===== src/rtl/alu_pkg.sv =====
// Shared types and constants for the execute-stage ALU.
// Opcode encoding and flag bit positions live here.
package alu_pkg;

  localparam int DATA_W = 16;
  localparam int FLAG_W = 4;

  localparam int FLAG_Z = 3;
  localparam int FLAG_N = 2;
  localparam int FLAG_C = 1;
  localparam int FLAG_V = 0;

  typedef enum logic [1:0] {
    OP_ADD = 2'b00,
    OP_SUB = 2'b01,
    OP_AND = 2'b10,
    OP_OR  = 2'b11
  } alu_op_t;

  typedef logic [DATA_W-1:0] word_t;
  typedef logic [FLAG_W-1:0] flags_t;

endpackage


===== src/rtl/alu_if.sv =====
// Operand/result bundle between the execute stage and the ALU.
// The ALU side is the slave; the stage driving operands is the master.
interface alu_if;
  import alu_pkg::*;

  word_t        alu_A;
  word_t        alu_B;
  logic [1:0]   alu_op;
  logic         flag_we;
  word_t        alu;
  logic         zf;
  flags_t       flags_q;

  modport master (
    output alu_A,
    output alu_B,
    output alu_op,
    output flag_we,
    input  alu,
    input  zf,
    input  flags_q
  );

  modport slave (
    input  alu_A,
    input  alu_B,
    input  alu_op,
    input  flag_we,
    output alu,
    output zf,
    output flags_q
  );

endinterface


===== src/rtl/alu_addsub.sv =====
// Shared 16-bit adder/subtractor for ADD and SUB.
// Subtraction is a + ~b + 1, so cout=1 means no borrow.
module alu_addsub
  import alu_pkg::*;
(
  input  word_t a,
  input  word_t b,
  input  logic  sub,
  output word_t sum,
  output logic  cout,
  output logic  ovf
);

  word_t           b_eff;
  logic [DATA_W:0] wide;

  assign b_eff = b ^ {DATA_W{sub}};
  assign wide  = {1'b0, a} + {1'b0, b_eff} + {{DATA_W{1'b0}}, sub};
  assign sum   = wide[DATA_W-1:0];
  assign cout  = wide[DATA_W];

  // Overflow when both adder inputs agree in sign and the sum does not.
  assign ovf = (a[DATA_W-1] == b_eff[DATA_W-1]) &&
               (sum[DATA_W-1] != a[DATA_W-1]);

endmodule


===== src/rtl/alu.sv =====
// Execute-stage ALU: combinational result and zero flag,
// plus a Z/N/C/V flag register loaded on flag_we.
module alu
  import alu_pkg::*;
(
  input  logic clk,
  input  logic rst_n,
  alu_if.slave bus
);

  alu_op_t op;
  word_t   sum;
  logic    cout;
  logic    ovf;
  logic    is_sub;

  word_t   res;
  logic    c_flag;
  logic    v_flag;
  logic    z_flag;
  logic    n_flag;
  flags_t  flags_d;
  flags_t  flags_r;

  assign op     = alu_op_t'(bus.alu_op);
  assign is_sub = (op == OP_SUB);

  alu_addsub u_addsub (
    .a    (bus.alu_A),
    .b    (bus.alu_B),
    .sub  (is_sub),
    .sum  (sum),
    .cout (cout),
    .ovf  (ovf)
  );

  always_comb begin
    res    = '0;
    c_flag = 1'b0;
    v_flag = 1'b0;
    unique case (op)
      OP_ADD,
      OP_SUB: begin
        res    = sum;
        c_flag = cout;
        v_flag = ovf;
      end
      OP_AND: res = bus.alu_A & bus.alu_B;
      OP_OR:  res = bus.alu_A | bus.alu_B;
      default: res = '0;
    endcase
  end

  assign z_flag = (res == '0);
  assign n_flag = res[DATA_W-1];

  always_comb begin
    flags_d         = '0;
    flags_d[FLAG_Z] = z_flag;
    flags_d[FLAG_N] = n_flag;
    flags_d[FLAG_C] = c_flag;
    flags_d[FLAG_V] = v_flag;
  end

  always_ff @(posedge clk or negedge rst_n) begin
    if (!rst_n) begin
      flags_r <= '0;
    end else if (bus.flag_we) begin
      flags_r <= flags_d;
    end
  end

  assign bus.alu     = res;
  assign bus.zf      = z_flag;
  assign bus.flags_q = flags_r;

endmodule


===== src/flat_wrapper.sv =====
// flat-port wrapper written by rule: the top's interface ports become plain ports
module alu_flat import alu_pkg::*;
  (clk, rst_n, bus_alu_A, bus_alu_B, bus_alu_op, bus_flag_we, bus_alu, bus_zf, bus_flags_q);
  alu_if bus_i ();
  input  logic clk;
  input  logic rst_n;
  input wire logic [$bits(bus_i.alu_A)-1:0] bus_alu_A;
  input wire logic [$bits(bus_i.alu_B)-1:0] bus_alu_B;
  input wire logic [$bits(bus_i.alu_op)-1:0] bus_alu_op;
  input wire logic [$bits(bus_i.flag_we)-1:0] bus_flag_we;
  output wire logic [$bits(bus_i.alu)-1:0] bus_alu;
  output wire logic [$bits(bus_i.zf)-1:0] bus_zf;
  output wire logic [$bits(bus_i.flags_q)-1:0] bus_flags_q;
  assign bus_i.alu_A = bus_alu_A;
  assign bus_i.alu_B = bus_alu_B;
  assign bus_i.alu_op = bus_alu_op;
  assign bus_i.flag_we = bus_flag_we;
  assign bus_alu = bus_i.alu;
  assign bus_zf = bus_i.zf;
  assign bus_flags_q = bus_i.flags_q;
  alu u_core (.clk(clk), .rst_n(rst_n), .bus(bus_i));
endmodule

===== config.mk =====
export PLATFORM = sky130hd
export DESIGN_NAME = alu_flat
export DESIGN_NICKNAME = d
export VERILOG_FILES = /design/src/rtl/alu_pkg.sv /design/src/rtl/alu_if.sv /design/src/rtl/alu_addsub.sv /design/src/rtl/alu.sv /design/src/flat_wrapper.sv
export SDC_FILE = /design/constraint.sdc
export NUM_CORES = 1
export LEC_CHECK = 0
export BUFFER_PORTS_ARGS = -buffer_cell sky130_fd_sc_hd__buf_4
export CORE_MARGIN = 3
export CORE_UTILIZATION = 54
export DETAILED_ROUTE_END_ITERATION = 10
export PLACE_DENSITY = 0.87
export SYNTH_ARGS = -nofsm -noshare
export SYNTH_HDL_FRONTEND = slang
export SYNTH_HIERARCHICAL = 1
export SYNTH_SLANG_ARGS = --single-unit

===== constraint.sdc =====
create_clock -name clk -period 11.3 [get_ports clk]
set_clock_uncertainty 0.1 [all_clocks]
set_input_delay 2.825 -clock clk [delete_from_list [all_inputs] [get_ports clk]]
set_output_delay 2.825 -clock clk [all_outputs]
set_load 0.005 [all_outputs]

* Word level (Yosys, flattened, before mapping) *
Index checks and enable logic that the tools add are counted.

storage, ports and cells
  bits of input ports = 37
  word-level logic and storage cells = 18
  flip-flop bits (word level) = 4
  output and inout bits = 21

operators by class
  reductions and logical operators = 4
  mux-type cells = 3
  bitwise logic cells = 3
  add/subtract/negate cells = 2
  equal/unequal tests = 5

operators with widths
  operator                                        count
  one-hot mux 16 bit (3 select lines)             1
  adder 16 x 16 -> 17 bit                         1
  adder 17 x 1 -> 17 bit                          1
  AND 16 bit                                      1
  logical NOT 16 bit                              1
  OR 16 bit                                       1
  XOR 16 bit                                      1
  == test 2 bit (second input constant)           2
  == test 2 x 1 -> 1 bit (second input constant)  1
  logical NOT 2 bit                               1
  2-to-1 mux 1 bit                                2
  OR reduction 2 bit                              1
  == test 1 bit                                   1
  logical AND 1 bit                               1
  inequality test 1 bit                           1

* Logic depth before layout (Yosys ltp) *
  depth after elaboration = 7
  gate-level depth with buffers = 18
  depth with buffers taken out = 15

* Cells and area by module *
Netlist, hierarchy kept.

by module, submodules not included
  module      instances  cells each  area each (µm²)
  alu_addsub  1          115         929.6
  alu         1          87          615.6

* Worst setup path after synthesis *
No wires, ideal clock.

  kind = input to output
  start = in bus_alu_op[0]
  end = out bus_zf
  data required time = 8.375 ns
  stages on the path = 17
  path buffers = 4
  arrival = 5.639 ns
  path slack = 2.736 ns
  cell sequence = buf_6 buf_8 nor2b_1 buf_6 buf_2 xor2_1 ha_1 nor2b_1 o311ai_1 nand2_1 a41o_1 o21ai_2 xnor2_1 inv_1 o22ai_1 nor4_1 and4_1

on the way
  cells in the longest elaborated chain, start to end = 6
  elaborated cells on any way between the ends = 10
  those cells by class = add/sub (2); eq/ne (3); mux (1); bitwise (1); reduce/logical (3)

RTL lines
  item                                     line                RTL
  start: declaration                       flat_wrapper.sv:9   input wire logic [$bits(bus_i.alu_op)-1:0] bus_alu_op;
  == test 2 x 1 -> 1 bit (*)               alu.sv:26           assign is_sub = (op == OP_SUB);
  via u_core.is_sub                        alu.sv:15           logic is_sub;
  XOR 16 bit                               alu_addsub.sv:17    assign b_eff = b ^ {DATA_W{sub}};
  adder 16 x 16 -> 17 bit                  alu_addsub.sv:18    assign wide = {1'b0, a} + {1'b0, b_eff} + {{DATA_W{1'b0}}, sub};
  adder 17 x 1 -> 17 bit (*)               alu_addsub.sv:18
  via u_core.sum[14]                       alu.sv:12           word_t sum;
  one-hot mux 16 bit (3 select lines) (*)  alu.sv:41           unique case (op)
  via bus_alu[14]                          flat_wrapper.sv:11  output wire logic [$bits(bus_i.alu)-1:0] bus_alu;
  logical NOT 16 bit (*)                   alu.sv:54           assign z_flag = (res == '0);
  end: declaration                         flat_wrapper.sv:12  output wire logic [$bits(bus_i.zf)-1:0] bus_zf;

The timed path passes the listed nets; every way through them passes the cells marked *.

* Final worst setup path *
  start = in bus_alu_op[0]
  end = out bus_zf

on the way
  cells in the longest elaborated chain, start to end = 6
  elaborated cells on any way between the ends = 10
  those cells by class = add/sub (2); eq/ne (3); mux (1); bitwise (1); reduce/logical (3)

RTL lines
  item                                     line
  == test 2 x 1 -> 1 bit (*)               alu.sv:26
  via u_core.is_sub                        alu.sv:15
  XOR 16 bit                               alu_addsub.sv:17
  adder 16 x 16 -> 17 bit                  alu_addsub.sv:18
  adder 17 x 1 -> 17 bit (*)               alu_addsub.sv:18
  via u_core.sum[15]                       alu.sv:12
  one-hot mux 16 bit (3 select lines) (*)  alu.sv:41
  logical NOT 16 bit (*)                   alu.sv:54

Marked as above.

==> reports/results.md <==
| Result | This run |
|:---|:---|
| Setup slack of the worst register-to-register path | 10.45 ns |
| Initial standard-cell utilization of the core | 0.5966 |
| Iteration-0 DRC Markers | 85 |
| Part of the Yosys area used for sequential elements | 0.06478 |
| CTS Root Buffer Type | sky130_fd_sc_hd__clkbuf_4 |
| Post-synthesis register bit count | 4 |
| Commonest cells in the netlist | sky130_fd_sc_hd__a21oi_1, sky130_fd_sc_hd__inv_1, sky130_fd_sc_hd__xor2_1 |
| Master of the slowest instance on the critical path | sky130_fd_sc_hd__nor2b_1 |
| Final sum of negative setup slack | 0 ns |
| Clock slew at the register clock pins of the worst setup and hold paths | 0.04 ns |
| CP max FO | 17 |
| Number of antenna violations at the first check in global routing | 0 |
| Count of filler cells inserted in the layout | 220 |
| Proportion of total power due to net switching | 0.4523 |
| Max Transition Viols Final | 0 |
| Worst Setup End Kind | primary output |
| Antenna diode count | 0 |
| Maximum Capacitance Violations | 0 |
| Slew at the pin with the worst max-slew slack | 0.7549 ns |
| Gate count after technology mapping | 202 |
| Routed WL | 4122 um |
| Count of standard-cell rows | 18 |
| Post-Syn Area per Cell | 7.650 um2 |
| Number of global-route vias before repair | 1542 |
| Relative slew slack | 0.4957 |
| Core area | 2590 um2 |
| Flip-flop count of the largest register after layout | 4 |
| Maximum level of the CTS H-tree | 1 |
| Vert. Die Dim | 59.50 um |
| Number of cells in the finished layout apart from fillers | 286 |
| Full die area | 3540 um2 |
| Sequential share of power | 0.096 |
| Buffers on Ports | 57 |
| Number of gates given a new drive strength after cts | 0 |
| Post-CTS Setup Inserts | 0 |
| Crit Path Category | in2out |
| Leakage power of the design | 0.9827 nW |
| Portion of total power attributed to the clock network | 0.100 |
| Most common cell in the netlist | sky130_fd_sc_hd__a21oi_1 |
| Cell area after synthesis | 1545 um2 |
| Required time at the worst-slack endpoint | 8.38 ns |
| Synth area leader | sky130_fd_sc_hd__ha_1 |
| Max Fclk | 0.1081 GHz |
| Post-DR wirelength/cell | 14.41 um |
| Number of library cell types mapped by synthesis | 41 |
| Detailed-routing iteration count for the pre-antenna-repair pass | 4 |
| Total power per unit cell area | 90.09 nW/um2 |
| Signed area change from the synthesized netlist to the final layout | 27.61% |
| Clock sink total | 4 |
| Fin crit share | 0.8184 |
| Final setup fails | 0 |
| Maximum buffer depth of the clock tree | 2 |
| Area share of the leading cell type in the synthesized netlist | 0.1296 |
| First-pass GRT wire length | 6603 um |
| Antenna viol nets, final | 0 |
| DRC | 0 |
| Hold violation total from the final report | 0 |
| Total number of vias | 1708 |
| Clock period minus final worst setup slack | 9.248 ns |
| Unrepaired setup endpoints after global routing | no |
| Combinational Power Share | 0.804 |
| Net count of the finished layout | 312 |
| Peak ir drop on the vdd network | 0.00007147 V |
| Crit path DAT | 6.32 ns |
| Placed cell count | 283 |
| Horizontal extent of the die | 59.50 um |
| I/O pin total | 58 |
| Total number of yosys warnings | 6 |
| Insertion delay to the later sink of the worst-skew pair | 0.23 ns |
| Top FF cell, synth | sky130_fd_sc_hd__dfrtp_1 |
| Net switching component of the power | 0.08036 mW |
| Min-delay worst type | reg2reg |
| Number of CTS-inserted buffers | 3 |
| Cell mode on critical path | sky130_fd_sc_hd__buf_4 |
| EDFF count, synth | 0 |
| Largest net degree at the start of global routing | 36 |
| Weighted congestion at the end of routability-driven global placement | 0.9323 |
| Worst stage delay on the critical path | 0.65 ns |
| Average vias per placed instance | 5.972 |
| Status | finished clean |
| Total half-perimeter wirelength after legalization and detailed placement | 3367 um |
| Total congestion overflow after global routing | 0 |
| Worst path cell trace | buf_4, nor2b_1, buf_4, xor2_1, ha_1, a21oi_1, nand2_1, a21o_1, a21oi_1, a41oi_2, xor2_1, inv_1, o22ai_1, nor4_1, and4_1, buf_4 |
| Post-synthesis net count | 256 |
| Clock tree from TritonCTS | done |
| Overall global routing resource usage | 0.2342 |
| Internal power | 0.09729 mW |
| Hold-fix buffer count after cts | 0 |
| Critical path launch point type | primary input |
| Fraction of layout instances using a drive strength above 1 | 0.3203 |
| Leading post-synthesis cells by cell area | sky130_fd_sc_hd__ha_1, sky130_fd_sc_hd__xor2_1, sky130_fd_sc_hd__a21oi_1 |
| Proportion of register bits with asynchronous set or reset after synthesis | 1.000 |
| Power consumption | 0.1776 mW |
-- path summary, 6_finish.rpt --
kind | startpoint | endpoint | cells past startpoint
worst max register to register | u_core/bus.flags_q[3]$_DFFE_PN0P_ | u_core/bus.flags_q[3]$_DFFE_PN0P_ | 1
min in group asynchronous | rst_n | u_core/bus.flags_q[3]$_DFFE_PN0P_ | 1
worst min-delay path | u_core/bus.flags_q[3]$_DFFE_PN0P_ | u_core/bus.flags_q[3]$_DFFE_PN0P_ | 1
worst min register to register | u_core/bus.flags_q[3]$_DFFE_PN0P_ | u_core/bus.flags_q[3]$_DFFE_PN0P_ | 1
max in group asynchronous | rst_n | u_core/bus.flags_q[1]$_DFFE_PN0P_ | 1
worst max-delay path | bus_alu_op[0] | bus_zf | 16
-- through the flow --
step | util | area, um2 | setup slack [ns] | hold slack (ns)
floorplan | - | 1545 | 2.736 | 0.4053
global placement | 0.7527 | 1949 | 2.252 | 0.3986
detailed placement | 0.7527 | 1949 | 2.060 | 0.4016
CTS | 0.7614 | 1972 | 2.066 | 0.4080
global route | 0.7614 | 1972 | 1.800 | 0.4384
finish | 0.7614 | 1972 | 2.052 | 0.4077
-- final cells by class --
type                    count  area (um2)  share of cell area
multi-input cells         169        1294              0.6561
clock buffers               3       22.52             0.01142
repair buffers             58       435.4              0.2208
well taps                  30       37.54             0.01904
flip-flops and latches      4       100.1             0.05076
inverters                  22       82.58             0.04188
-- power groups by stage --
stage	Combinational [mW]	Sequential [mW]	Clock (mW)
floorplan	0.0929	0.0173	0
global placement	0.139	0.0172	0
detailed placement	0.141	0.0172	0
CTS	0.142	0.0171	0.0180
global route	0.156	0.0172	0.0194
finish	0.143	0.0170	0.0177
-- cells in the final DEF (no fill, tap or decap) --
cell type	n
sky130_fd_sc_hd__nor2b_1	6
sky130_fd_sc_hd__a41o_1	1
sky130_fd_sc_hd__nand2_1	12
sky130_fd_sc_hd__a211oi_2	1
sky130_fd_sc_hd__nor2_1	2
sky130_fd_sc_hd__a21oi_1	25
sky130_fd_sc_hd__nand4_2	1
sky130_fd_sc_hd__a21oi_2	3
sky130_fd_sc_hd__buf_4	58
sky130_fd_sc_hd__o21a_1	2
sky130_fd_sc_hd__fa_1	1
sky130_fd_sc_hd__o21bai_2	1
sky130_fd_sc_hd__o22ai_2	4
sky130_fd_sc_hd__dfrtp_1	4
sky130_fd_sc_hd__xor2_1	21
sky130_fd_sc_hd__o21ai_1	3
sky130_fd_sc_hd__a21o_1	1
sky130_fd_sc_hd__and4_1	1
sky130_fd_sc_hd__nor4_1	4
sky130_fd_sc_hd__o211ai_1	1
sky130_fd_sc_hd__a41oi_2	1
sky130_fd_sc_hd__a31oi_4	1
sky130_fd_sc_hd__xnor2_1	9
sky130_fd_sc_hd__o21ai_0	18
sky130_fd_sc_hd__o21bai_1	1
sky130_fd_sc_hd__o311ai_1	1
sky130_fd_sc_hd__nand3_1	4
sky130_fd_sc_hd__mux2_4	3
sky130_fd_sc_hd__a31o_1	1
sky130_fd_sc_hd__or2_2	1
sky130_fd_sc_hd__o22ai_1	13
sky130_fd_sc_hd__nand3b_1	2
sky130_fd_sc_hd__nand3_4	1
sky130_fd_sc_hd__o21ai_2	3
sky130_fd_sc_hd__clkbuf_4	3
sky130_fd_sc_hd__and2_1	3
sky130_fd_sc_hd__mux2_2	1
sky130_fd_sc_hd__ha_1	16
sky130_fd_sc_hd__inv_1	22
-- routing by layer --
layer  vias up  track usage  part of all wire
met5         -            0                 0
met2        57       0.4134              0.50
li1        839            -                 -
met3         4      0.01525             0.056
met4         0      0.05380            0.0056
met1       808       0.3090              0.43
-- worst max-delay path, delay by kind of cell --
kind	cells	cell delay, ns
compound gates	5	0.81
buf+inv	4	0.74
fa+ha+maj	1	0.29
simple gates	4	1.31
xor+xnor	2	0.35
-- cells by family after synthesis --
group | after synthesis | share of synthesized area
compound gates | 81 | 0.3498
simple gates | 37 | 0.1385
xor+xnor | 30 | 0.1700
buf+inv | 29 | 0.09797
fa+ha+maj | 17 | 0.1425
mux | 4 | 0.03643
flops | 4 | 0.06478
Note: power is estimated with default switching activity, not from simulation.
